===== config.mk =====
export PLATFORM = sky130hd
export DESIGN_NAME = gobang_scan_ctrl
export DESIGN_NICKNAME = d
export VERILOG_FILES = /design/src/rtl/gobang_scan_ctrl.sv
export SDC_FILE = /design/constraint.sdc
export NUM_CORES = 1
export LEC_CHECK = 0
export ABC_AREA = 1
export CAP_MARGIN = 0
export CORE_UTILIZATION = 45
export DETAILED_ROUTE_END_ITERATION = 10
export GPL_ROUTABILITY_DRIVEN = 1
export PLACE_DENSITY = 0.83
export SLEW_MARGIN = 20
export SYNTH_ARGS = -nofsm -noshare
export SYNTH_HDL_FRONTEND = slang
export SYNTH_SLANG_ARGS = --single-unit

===== constraint.sdc =====
create_clock -name clk -period 1.7 [get_ports clk]
set_input_delay 0.34 -clock clk [delete_from_list [all_inputs] [get_ports clk]]
set_output_delay 0.34 -clock clk [all_outputs]
set_load 0.005 [all_outputs]

===== src/rtl/gobang_scan_ctrl.sv =====
// Raster sweep over the 15x15 board driving the evaluator lookup port; tracks the
// highest-scoring empty cell and reports it with a one-cycle done pulse.
module gobang_scan_ctrl #(
    parameter int unsigned SCORE_W  = 16,
    parameter int unsigned EVAL_LAT = 1
) (
    input  logic               clk,
    input  logic               rst,
    input  logic               start,
    input  logic               abort,
    input  logic               occupied,
    input  logic [SCORE_W-1:0] score,
    output logic [3:0]         consider_i,
    output logic [3:0]         consider_j,
    output logic               busy,
    output logic               done,
    output logic               found,
    output logic [3:0]         best_i,
    output logic [3:0]         best_j,
    output logic [SCORE_W-1:0] best_score
);

    localparam logic [3:0] LatInit = 4'(EVAL_LAT);
    localparam logic [3:0] LastIdx = 4'd14;

    typedef enum logic [1:0] {StIdle, StEval, StDone} state_e;

    state_e     state_q;
    logic [3:0] wait_cnt_q;

    logic take;
    assign take = !occupied && (!found || (score > best_score));

    // consider_i/j are the cell counters themselves, so they are registered.
    always_ff @(posedge clk or negedge rst) begin
        if (!rst) begin
            state_q    <= StIdle;
            wait_cnt_q <= '0;
            consider_i <= '0;
            consider_j <= '0;
            busy       <= 1'b0;
            done       <= 1'b0;
            found      <= 1'b0;
            best_i     <= '0;
            best_j     <= '0;
            best_score <= '0;
        end else if (abort) begin
            state_q    <= StIdle;
            wait_cnt_q <= '0;
            consider_i <= '0;
            consider_j <= '0;
            busy       <= 1'b0;
            done       <= 1'b0;
            found      <= 1'b0;
            best_i     <= '0;
            best_j     <= '0;
            best_score <= '0;
        end else begin
            unique case (state_q)
                StIdle: begin
                    done <= 1'b0;
                    if (start) begin
                        state_q    <= StEval;
                        wait_cnt_q <= LatInit;
                        consider_i <= '0;
                        consider_j <= '0;
                        busy       <= 1'b1;
                        found      <= 1'b0;
                        best_i     <= '0;
                        best_j     <= '0;
                        best_score <= '0;
                    end
                end
                StEval: begin
                    if (wait_cnt_q != '0) begin
                        wait_cnt_q <= wait_cnt_q - 4'd1;
                    end else begin
                        if (take) begin
                            found      <= 1'b1;
                            best_i     <= consider_i;
                            best_j     <= consider_j;
                            best_score <= score;
                        end
                        if (consider_i == LastIdx && consider_j == LastIdx) begin
                            state_q <= StDone;
                            done    <= 1'b1;
                        end else begin
                            wait_cnt_q <= LatInit;
                            if (consider_j == LastIdx) begin
                                consider_j <= '0;
                                consider_i <= consider_i + 4'd1;
                            end else begin
                                consider_j <= consider_j + 4'd1;
                            end
                        end
                    end
                end
                StDone: begin
                    state_q    <= StIdle;
                    done       <= 1'b0;
                    busy       <= 1'b0;
                    consider_i <= '0;
                    consider_j <= '0;
                end
                default: state_q <= StIdle;
            endcase
        end
    end

endmodule

### Word-level counts from Yosys, hierarchy flattened

Cells that the tools add are included.

* bits in registers: 41
* bits of input ports: 21
* logic and storage cells: 90

* add/sub/neg operators: 3
* $lt $le $gt $ge: 1
* equality and inequality tests: 11
* multiplexer cells: 46
* reductions and logical operators: 19

Operators by type and width (count)
* $mux W4: 19
* $mux W16: 4
* $pmux W16 S2: 1
* $pmux W4 S2: 3
* $pmux W4 S3: 2
* $ne A3 B3 Y1 const B: 6
* $gt A16 B16 Y1: 1
* $mux W1: 9
* $reduce_and A3 Y1: 3
* $reduce_bool A3 Y1: 3
* $add A4 B1 Y4 const B: 2
* $eq A4 B4 Y1 const B: 2
* $mux W2: 4
* $reduce_and A4 Y1: 2
* $reduce_bool A4 Y1: 2
* $pmux W1 S2: 3
* $reduce_and A5 Y1: 1
* $ne A4 B4 Y1 const B: 1
* $pmux W2 S2: 1
* $sub A4 B1 Y4 const B: 1
* $eq A2 B1 Y1 const B: 1
* $eq A2 B2 Y1 const B: 1
* $logic_and A1 B1 Y1: 2
* $logic_not A1 Y1: 2
* other kinds (4): 4

### Logic depth before layout (Yosys ltp)

* word-level depth: 7
* gate-level depth with buffers: 19
* mapped depth without buffers: 18

### Worst setup path after synthesis

No wires, ideal clock.

* path kind: register to register
* start point: register best_score[15]
* end point: register found
* setup time: 0.117 ns
* arrival: 1.616 ns
* required time: 1.583 ns
* path slack: -0.033 ns
* cell stages (with the launch flop): 15
* path buffers: 1
* clock period less this slack: 1.733 ns
* cells stage by stage: dfrtp_1 inv_1 ha_1 nand2_1 nor3_2 nand2_1 nand2_1 nand2_1 nand2_1 nand2_1 nand2_4 nand2_8 buf_6 nand2_1 nand2_1

* word-level cells in the longest chain between the ends: 5

Ends and longest elaborated chain
* start: declaration: RTL line 20 `output logic [SCORE_W-1:0] best_score`
* start signal: assignment: RTL line 82 `best_score <= score;`
* $gt A16 B16 Y1: RTL line 32 `assign take = !occupied && (!found || (score > best_score));`
* $logic_or A1 B1 Y1: RTL line 32
* $logic_and A1 B1 Y1: RTL line 32
* $ne A3 B3 Y1 (no source line)
* $reduce_and A4 Y1 (no source line)
* end signal: assignment: RTL line 43 `found <= 1'b0;`
* end signal: assignment: RTL line 54 `found <= 1'b0;`
* end signal: assignment: RTL line 68 `found <= 1'b0;`
* end: declaration: RTL line 17 `output logic found,`

Every way passes these cells.
A chain may end at the register's enable or synchronous reset.

### Final worst setup path

* start point: register best_score[11]
* end point: register best_score[6]

* word-level cells in the longest chain between the ends: 5

Ends and longest elaborated chain (RTL line)
* $gt A16 B16 Y1: 32
* $logic_or A1 B1 Y1: 32
* $logic_and A1 B1 Y1: 32
* $ne A3 B3 Y1 (no source line)
* $reduce_and A4 Y1 (no source line)

Every way passes these cells.

==> results.cfg <==
[run_status]
status = complete, but fails checks
failed_checks = setup timing

[power]
vdd_drop_max_mv = 0.712
power-per-cell-area_mw_per_mm2 = 1340
cellLeakagePower_nw = 2.15

[final_layout]
area_delta_synth_final_pct = 58.5
post-route-util_pct = 75.1
diodes = 0
final_nets = 508
drive_gt1_share_pct = 35.2

[die]
pin_count = 56
die_w_um = 78.6
die-area_mm2 = 0.00618
core-area_mm2 = 0.00557
fp.dieH_um = 78.6
rows = 27
initial_core_util_pct = 47.4

[placement]
io_buffers = 55
place_congestion = 0.813
hpwl_um = 4950

[cts]
cts_sinks = 41
cts-htree-levels = 2
clk_pin_slew_ns = 0.09
cts_buffers = 5
clock_path_buffers = 2
cts_root_buffer = clkbuf_8
cts_tree = done
insertion_delay_ns = 0.32

[global_route]
gr-usage-met2_pct = 46.6
grt-ovfl-total = 0
grtUsageTotal_pct = 25.9
grt_pass1_vias = 2828
grt_max_degree = 28
antenna_found_initial = 0
busiest_layer = met2
met1_usage_pct = 31.6
grtUsageMet3_pct = 4.77
grt_pass1_wl_um = 12500

[sta]
setup_ws_ns = -0.250
max_slew_margin_pct = 58.3
fmax_ghz = 0.513
finalClockSkew_ns = 0.0180
setup_tns_ns = -5.54
setup_viol = 27
rsz0062_at_grt = true
fin_crit_ns = 1.95
slew_viol_final = 0
post-route-period-util_pct = 115
hold_viol = 0
worst_pin_slew_ns = 0.625

[synth]
synthTopCellsByArea = dfrtp_1, nand2_1, ha_1
syn_area_mm2 = 0.00264
yosys_register_bits = 41
synth_top_cell_area_share_pct = 38.8
synth.distinct_cells = 32
synth_flop_cell = dfrtp_1
synth_area_per_cell_um2 = 7.70
synthCells = 343
synth_top_area_cell = dfrtp_1
synth-edff-count = 0
ys_warn_count = 0
syn_nets = 386
synthArstFlopShare_pct = 100
ys_seq_area_share_pct = 38.8

[critical_path]
critPathMaxFanout = 8
path_class = reg2reg
critPathLaunchType = register
crit_path_end_kind = register
critPathRequiredTime_ns = 1.95
crit_arrival_ns = 2.20

[drt]
viasPerCell = 5.19
ant_nets = 0
drc = 0
drtPass1Iterations = 4
drt_iter0_drc = 160
finalWirelength_um = 8540
vias = 2792
wl_per_cell_um = 15.9

[flow_run]
cap_violations = 0

[hold_path]
hp-class = in2async
-- kinds of logic after synthesis --
| kind of cell | after synthesis | share of synthesized area (%) |
|---|---|---|
| XOR/XNOR | 1 | 0.332 |
| adder cells (fa/ha/maj) | 22 | 10.4 |
| AO/OA/AOI/OAI | 25 | 5.21 |
| AND/OR/NAND/NOR | 194 | 34.9 |
| buffers and inverters | 60 | 10.3 |
| flip-flops | 41 | 38.8 |
-- registers in the layout, indices dropped and copies added (netlist names) --
| signal | count |
|---|---|
| consider_j | 4 |
| best_i | 4 |
| state_q | 2 |
| best_j | 4 |
| found | 1 |
| best_score | 16 |
| consider_i | 4 |
| wait_cnt_q | 4 |
| done | 1 |
| busy | 1 |
-- synthesized netlist by cell type (2+ instances only) --
cell      instances
nand2_1          98
inv_1            43
dfrtp_1          41
nor2_1           35
nand3_1          32
ha_1             22
a21oi_1          13
nor3_1           10
buf_4             5
o21ai_1           5
inv_2             4
nand2_4           4
buf_6             3
nand2_2           3
clkbuf_1          2
inv_4             2
nor2_4            2
nor3_2            2
nor3b_1           2
o21ai_0           2
o22ai_1           2
-- worst max-delay path: stages (launching register included) --
cell     delay [ns]
dfrtp_1        0.39
inv_2          0.06
ha_4           0.27
nand4_1        0.17
nor3_4         0.18
nand2_1        0.08
nand2_1        0.06
nand2_1        0.05
nand2_1        0.06
nand2_2        0.09
nand2_8        0.16
buf_6          0.16
nand3_1        0.07
nand2_1        0.08
-- power breakdown --
group / internal, mW / total (mW) / switching (mW) / leakage (nW)
clock network: 0.284 / 0.666 / 0.382 / 0.0439
logic: 1.67 / 3.55 / 1.88 / 1.55
registers: 1.23 / 1.40 / 0.171 / 0.555
total: 3.18 / 5.61 / 2.43 / 2.15
-- area by class of cell --
type,instances,area (um2)
multi-input cells,244,1680
repair buffers,124,1110
clock buffers,5,68.8
well taps,72,90.1
flip-flops and latches,41,1030
clock inverters,3,17.5
fillers,400,1390
inverters,49,194
-- cells in the final DEF, fill, tap and decap left out, types with 7 or more instances in the layout --
cell	instances
nand3_2	14
buf_4	63
clkdlybuf4s50_1	32
inv_1	27
nor3_1	10
nand2_2	11
ha_1	9
ha_4	11
dfrtp_1	41
nand2_4	7
a21oi_1	8
inv_2	18
nor2_1	34
nand3_1	18
dlygate4sd2_1	16
nand2_1	87
-- routing by layer --
metal  part of all wire, %  vias up  wire (um)
met5                     0        -          0
met2                    54       93       4640
met3                   4.3       18        364
li1                      -     1325          -
met4                   2.1        0        183
met1                    39     1356       3350
-- per-stage QoR --
stage	instances	instance area, um2	total power, mW	hold slack, ns	setup slack, ns
3_3_place_gp	512	3630	4.11	0.379	-0.541
5_1_grt	538	4190	5.97	0.0689	-0.419
6_report	538	4190	5.61	0.0301	-0.250
4_1_cts	527	3880	5.11	0.0555	-0.130
3_5_place_dp	512	3630	4.22	0.388	-0.567
2_1_floorplan	343	2670	2.96	0.0444	-0.0163
-- worst paths after layout --
check                          startpoint             end  slack (ns)  depth (start not counted)
max                        best_score[11]   best_score[6]       -0.25                         13
min                                   rst       best_i[2]        0.03                          1
max reg2reg                best_score[11]   best_score[6]       -0.25                         13
min reg2reg                          busy            busy        0.48                          2
max in group asynchronous             rst   best_score[8]        1.07                          2
min in group clk                score[12]  best_score[12]        0.43                          5
-- timing repair --
action	in CTS	in global routing
hold buffers	0	0
hold endpoints to repair	0	0
resized for setup	47	48
pin swaps	12	15
buffers inserted	5	10
cloned	2	1
endpoints found under the setup margin	28	35
(Power assumes the default switching activity.)
